$ cat src/rtl/i2c_req_arbiter.sv
// Two-requester arbiter in front of an I2C master: one transaction in flight, XFER_CYCLES+GAP_CYCLES+1 cycles per transfer (1 for a rejected zero address).
// Backpressure: reqN_ready is high only in IDLE for the selected requester; ties alternate away from the last grant.
module i2c_req_arbiter #(
  parameter int XFER_CYCLES = 22,
  parameter int GAP_CYCLES  = 2
) (
  input  logic       clk_in,
  input  logic       reset_in,
  input  logic       req0_valid,
  output logic       req0_ready,
  input  logic [6:0] req0_addr,
  input  logic [7:0] req0_data,
  input  logic       req0_write,
  input  logic       req1_valid,
  output logic       req1_ready,
  input  logic [6:0] req1_addr,
  input  logic [7:0] req1_data,
  input  logic       req1_write,
  output logic       done0,
  output logic       done1,
  output logic       err,
  output logic [7:0] rdata,
  output logic [6:0] mst_addr_out,
  output logic [7:0] mst_data_out,
  output logic       mst_write_out,
  input  logic [7:0] mst_read_in
);

  localparam int CW = ($clog2(XFER_CYCLES + 1) > 6) ? $clog2(XFER_CYCLES + 1) : 6;

  typedef enum logic [1:0] {IDLE, XFER, GAP, DONE} state_t;

  state_t        state;
  logic [CW-1:0] cnt;
  logic          last_grant;
  logic          cur_id;

  logic          sel_vld;
  logic          sel_id;
  logic [6:0]    sel_addr;
  logic [7:0]    sel_data;
  logic          sel_write;

  always_comb begin
    sel_vld = 1'b0;
    sel_id  = 1'b0;
    if (state == IDLE) begin
      case ({req1_valid, req0_valid})
        2'b01:   begin sel_vld = 1'b1; sel_id = 1'b0;        end
        2'b10:   begin sel_vld = 1'b1; sel_id = 1'b1;        end
        2'b11:   begin sel_vld = 1'b1; sel_id = ~last_grant; end
        default: begin sel_vld = 1'b0; sel_id = 1'b0;        end
      endcase
    end
    sel_addr  = sel_id ? req1_addr  : req0_addr;
    sel_data  = sel_id ? req1_data  : req0_data;
    sel_write = sel_id ? req1_write : req0_write;
  end

  assign req0_ready = !reset_in && sel_vld && !sel_id;
  assign req1_ready = !reset_in && sel_vld &&  sel_id;

  // mst_addr_out doubles as the latched address; it is only nonzero while in XFER.
  always_ff @(posedge clk_in or posedge reset_in) begin
    if (reset_in) begin
      state         <= IDLE;
      cnt           <= '0;
      last_grant    <= 1'b1;
      cur_id        <= 1'b0;
      mst_addr_out  <= '0;
      mst_data_out  <= '0;
      mst_write_out <= 1'b0;
      rdata         <= '0;
      err           <= 1'b0;
      done0         <= 1'b0;
      done1         <= 1'b0;
    end else begin
      case (state)
        IDLE: begin
          done0 <= 1'b0;
          done1 <= 1'b0;
          err   <= 1'b0;
          if (sel_vld) begin
            last_grant    <= sel_id;
            cur_id        <= sel_id;
            mst_data_out  <= sel_data;
            mst_write_out <= sel_write;
            if (sel_addr != 7'd0) begin
              mst_addr_out <= sel_addr;
              cnt          <= CW'(XFER_CYCLES - 1);
              state        <= XFER;
            end else begin
              err   <= 1'b1;
              done0 <= !sel_id;
              done1 <= sel_id;
              state <= DONE;
            end
          end
        end
        XFER: begin
          if (cnt == '0) begin
            mst_addr_out <= '0;
            cnt          <= CW'(GAP_CYCLES - 1);
            state        <= GAP;
          end else begin
            cnt <= cnt - 1'b1;
          end
        end
        GAP: begin
          if (cnt == '0) begin
            rdata <= mst_read_in;
            err   <= 1'b0;
            done0 <= !cur_id;
            done1 <= cur_id;
            state <= DONE;
          end else begin
            cnt <= cnt - 1'b1;
          end
        end
        DONE: begin
          done0 <= 1'b0;
          done1 <= 1'b0;
          err   <= 1'b0;
          state <= IDLE;
        end
        default: state <= IDLE;
      endcase
    end
  end

endmodule

$ cat config.mk
export PLATFORM = sky130hd
export DESIGN_NAME = i2c_req_arbiter
export DESIGN_NICKNAME = d
export VERILOG_FILES = /design/src/rtl/i2c_req_arbiter.sv
export SDC_FILE = /design/constraint.sdc
export NUM_CORES = 1
export LEC_CHECK = 0
export ABC_CLOCK_PERIOD_IN_PS = 2220
export BUFFER_PORTS_ARGS = -buffer_cell sky130_fd_sc_hd__buf_2
export CAP_MARGIN = 20
export CORE_MARGIN = 5
export CORE_UTILIZATION = 25
export DETAILED_ROUTE_END_ITERATION = 16
export PLACE_DENSITY = 0.51
export SLEW_MARGIN = 10
export SYNTH_ARGS = -nofsm -noshare
export SYNTH_HDL_FRONTEND = slang
export SYNTH_SLANG_ARGS = --single-unit
$ cat constraint.sdc
create_clock -name clk_in -period 2.22 [get_ports clk_in]
set_input_delay 0.111 -clock clk_in [delete_from_list [all_inputs] [get_ports clk_in]]
set_output_delay 0.111 -clock clk_in [all_outputs]
set_load 0.02 [all_outputs]
==> summary.txt <==
Outcome
  – Status: completed

Final layout
  – ANT cells: 0
  – Area grow syn2layout: 28.6%
  – Commonest cells after routing, fill and taps aside: 72 x buf_2, 36 x dfrtp_1, 20 x nand2_1
  – Commonest non-fill, non-tap cell in the layout: buf_2
  – Fraction of layout cells with a size suffix above 1: between 30 and 40%
  – Post-Layout Cell Count: 369
  – Filler Cell Count: roughly 800
  – Final Util: about a third
  – Nets: about 320

Worst setup path
  – Data required, critical path: around 2400 ps
  – Crit path capture type: register
  – R2r setup slk: approximately 130 ps
  – Crit path DAT: 2270 ps
  – Worst Setup SP: state[0]$_DFFE_PP0P_
  – Worst Setup Start Kind: register
  – Setup crit end: cnt[4]$_DFFE_PP0P_
  – Setup CP Type: reg2reg
  – R2r startpoint: state[0]$_DFFE_PP0P_
  – R2r endpoint: cnt[4]$_DFFE_PP0P_
  – Worst-path maximum fanout: 7
  – R2R cell count: 6

Global route
  – First-pass GRT wire length: about 8 mm
  – Largest net degree at the start of global routing: 38
  – Vias in the first global route: 1682
  – Initial antenna violation count: 0
  – Total grt overflow: 0
  – Total GRT Usage: 10.2%

STA
  – Final period util: a little over nine tenths
  – Rel. slew slack: 66.9%
  – Worst-Margin Slew: 497 ps
  – RSZ-0062 raised after global routing: false
  – Final worst slack: roughly 130 ps
  – Fin. Hold Viols: 0
  – Pins Over Slew Limit: 0
  – Setup Skew: around 7.2 ps
  – Tmin final: between 2000 and 2500 ps
  – Fmax: 479 MHz
  – Setup TNS: 0 ps
  – Final setup fails: 0

Place
  – RD Place Congestion: 0.780
  – Detailed placement HPWL: 3.80 mm
  – Place WS: between 100 and 150 ps
  – Placed instance count: between 300 and 400
  – Number of port buffers: 72

Power
  – Flop pwr share: between 30 and 40%
  – Sw Ratio: between 40% and 50%
  – Worst vdd ir: between 0.3 and 0.4 mV
  – P per Cell Area: 1370 mW/mm^2
  – Clock Power Share: 13.0%
  – Sw power: 1.56 mW
  – Pleak: approximately 1.3 nW
  – Comb power frac: 54.4%
  – Internal: 1.95 mW

Yosys
  – Post-synthesis async set-or-reset flop share: 100%
  – Seq/Total Area, Yosys: about 47%
  – Synthesized area: between 0.0015 and 0.002 mm^2
  – Post-synth EDFFs: 0
  – Post-synthesis cell count: 190
  – Synth top area share: around 45%
  – Distinct cells, synth: 43
  – Synth warn: 0
  – Synth top area cells: dfrtp_1 45%, mux2i_1 8.1%, mux2_2 5.1%
  – Synth Register Bits: 37
  – Post-synth top area cell: dfrtp_1
  – Net Count, Synth: around 240
  – Synthesized area per cell: between 10 and 15 um^2
  – Ys flop type: dfrtp_1

Die
  – Core area: between 0.007 and 0.008 mm^2
  – Initial Utilization: between 20% and 30%
  – FP Rows: 32
  – Die W: ~100 um
  – Die H: 99.1 um
  – Io pins: 73
  – Area of the die: approximately 0.01 mm^2

Clock tree
  – Clock transition at path regs: roughly 80 ps
  – # H-tree levels: 2
  – Worst-Skew Late Latency: approximately 290 ps
  – CTS tree: built
  – Clock Sink Count: 37
  – Clock root buffer: clkbuf_8
  – Cts bufs inserted: 5
  – Max clock buf depth: 2
  – Post-CTS Resized: 0

Route
  – Vias: about 1700
  – Vias per cell: about 4.6
  – Drt pass-1 iters: 4
  – DRC violations left: 0
  – DR iter-0 viols: 80
  – Avg WL per Cell: roughly 13 um
  – Routed WL: 4.94 mm
  – Post-DRT Antenna Nets: 0

Worst hold path
  – Hold WC Path Type: in2reg

Flow run
  – Maxcap violations: 0
-- through the flow --
stage	total power [mW]	cell area, um^2	hold WS (ps)
2_1_floorplan	2.53	1980	263
3_3_place_gp	3.06	2460	284
3_5_place_dp	3.08	2460	294
4_1_cts	3.56	2550	48.4
5_1_grt	3.81	2550	45.7
6_report	3.50	2550	52.6
-- worst min-delay path by stage --
stage                                        endpoint      startpoint  cells past startpoint  slack [ps]
after detailed placement  mst_data_out[0]$_DFFE_PP0P_        reset_in                      3         290
after global routing             rdata[5]$_DFFE_PP0P_  mst_read_in[5]                      2          50
after global placement    mst_data_out[0]$_DFFE_PP0P_        reset_in                      3         280
after CTS                        rdata[2]$_DFFE_PP0P_  mst_read_in[2]                      2          50
final                            rdata[2]$_DFFE_PP0P_  mst_read_in[2]                      2          50
after floorplan                  rdata[0]$_DFFE_PP0P_  mst_read_in[0]                      1         260
-- Yosys cell counts (2+ instances only) --
| cell type | number |
|---|---|
| dfrtp_1 | 36 |
| nand2_1 | 20 |
| mux2i_1 | 16 |
| o21ai_0 | 14 |
| mux2_2 | 9 |
| nor3_1 | 9 |
| inv_1 | 8 |
| nor2_1 | 8 |
| ha_1 | 7 |
| o2bb2ai_1 | 7 |
| a21oi_1 | 6 |
| buf_2 | 4 |
| nand2b_1 | 4 |
| clkbuf_1 | 3 |
| nand3_1 | 3 |
| o41ai_1 | 3 |
| a22o_1 | 2 |
| a2bb2oi_1 | 2 |
| nor3b_1 | 2 |
| nor4_1 | 2 |
| o211ai_1 | 2 |
| o21a_1 | 2 |
-- logic make-up after synthesis --
logic type	synth area share [%]
buffers and inverters	3.66
adder cells (fa/ha/maj)	4.41
multiplexers	13.2
AO/OA/AOI/OAI	18.2
flip-flops	46.7
AND/OR/NAND/NOR	13.9
-- power by group through the flow --
stage               Combinational (mW)  Clock, mW  Sequential, mW
CTS                               1.93      0.476            1.15
floorplan                         1.15          0            1.39
detailed placement                1.93          0            1.15
global route                      2.12      0.510            1.18
global placement                  1.91          0            1.16
finish                            1.91      0.455            1.14
-- flip-flops by register name, summed over array words and instances, names as in the netlist --
register and flops:
err 1, last_grant 1, mst_data_out 8, done0 1, state 2, mst_write_out 1
cnt 6, mst_addr_out 7, rdata 8, cur_id 1, done1 1
-- layer usage --
metal / vias up / share of wire, % / track usage, % / wire length (um)
met1: 797 / 48 / 14.0 / 2390
met4: 0 / 1.4 / 3.78 / 71
met3: 5 / 3.2 / 1.89 / 157
met2: 33 / 47 / 16.0 / 2320
li1: 847 / - / - / -
met5: - / 0 / 0 / 0
-- what timing repair did --
action,CTS,global route
hold endpoints to repair,36,0
hold buffers,1,0
buffers inserted,0,0
-- critical path, stage by stage, from the launching register on --
cell,delay [ps]
dfrtp_1,430
inv_1,90
ha_1,290
and3_1,250
a221oi_1,500
nor3_1,180
a22o_1,240
-- area by class of cell --
| class | instances | area (um^2) | share of cell area, % |
|---|---|---|---|
| Clock buffer | 6 | 72.6 | 2.84 |
| Multi-Input combinational cell | 137 | 985 | 38.6 |
| Timing Repair Buffer | 77 | 400 | 15.7 |
| Clock inverter | 2 | 10.0 | 0.392 |
| Inverter | 8 | 30.0 | 1.18 |
| Tap cell | 102 | 128 | 5.00 |
| Sequential cell | 37 | 927 | 36.3 |
(Power assumes the default switching activity.)
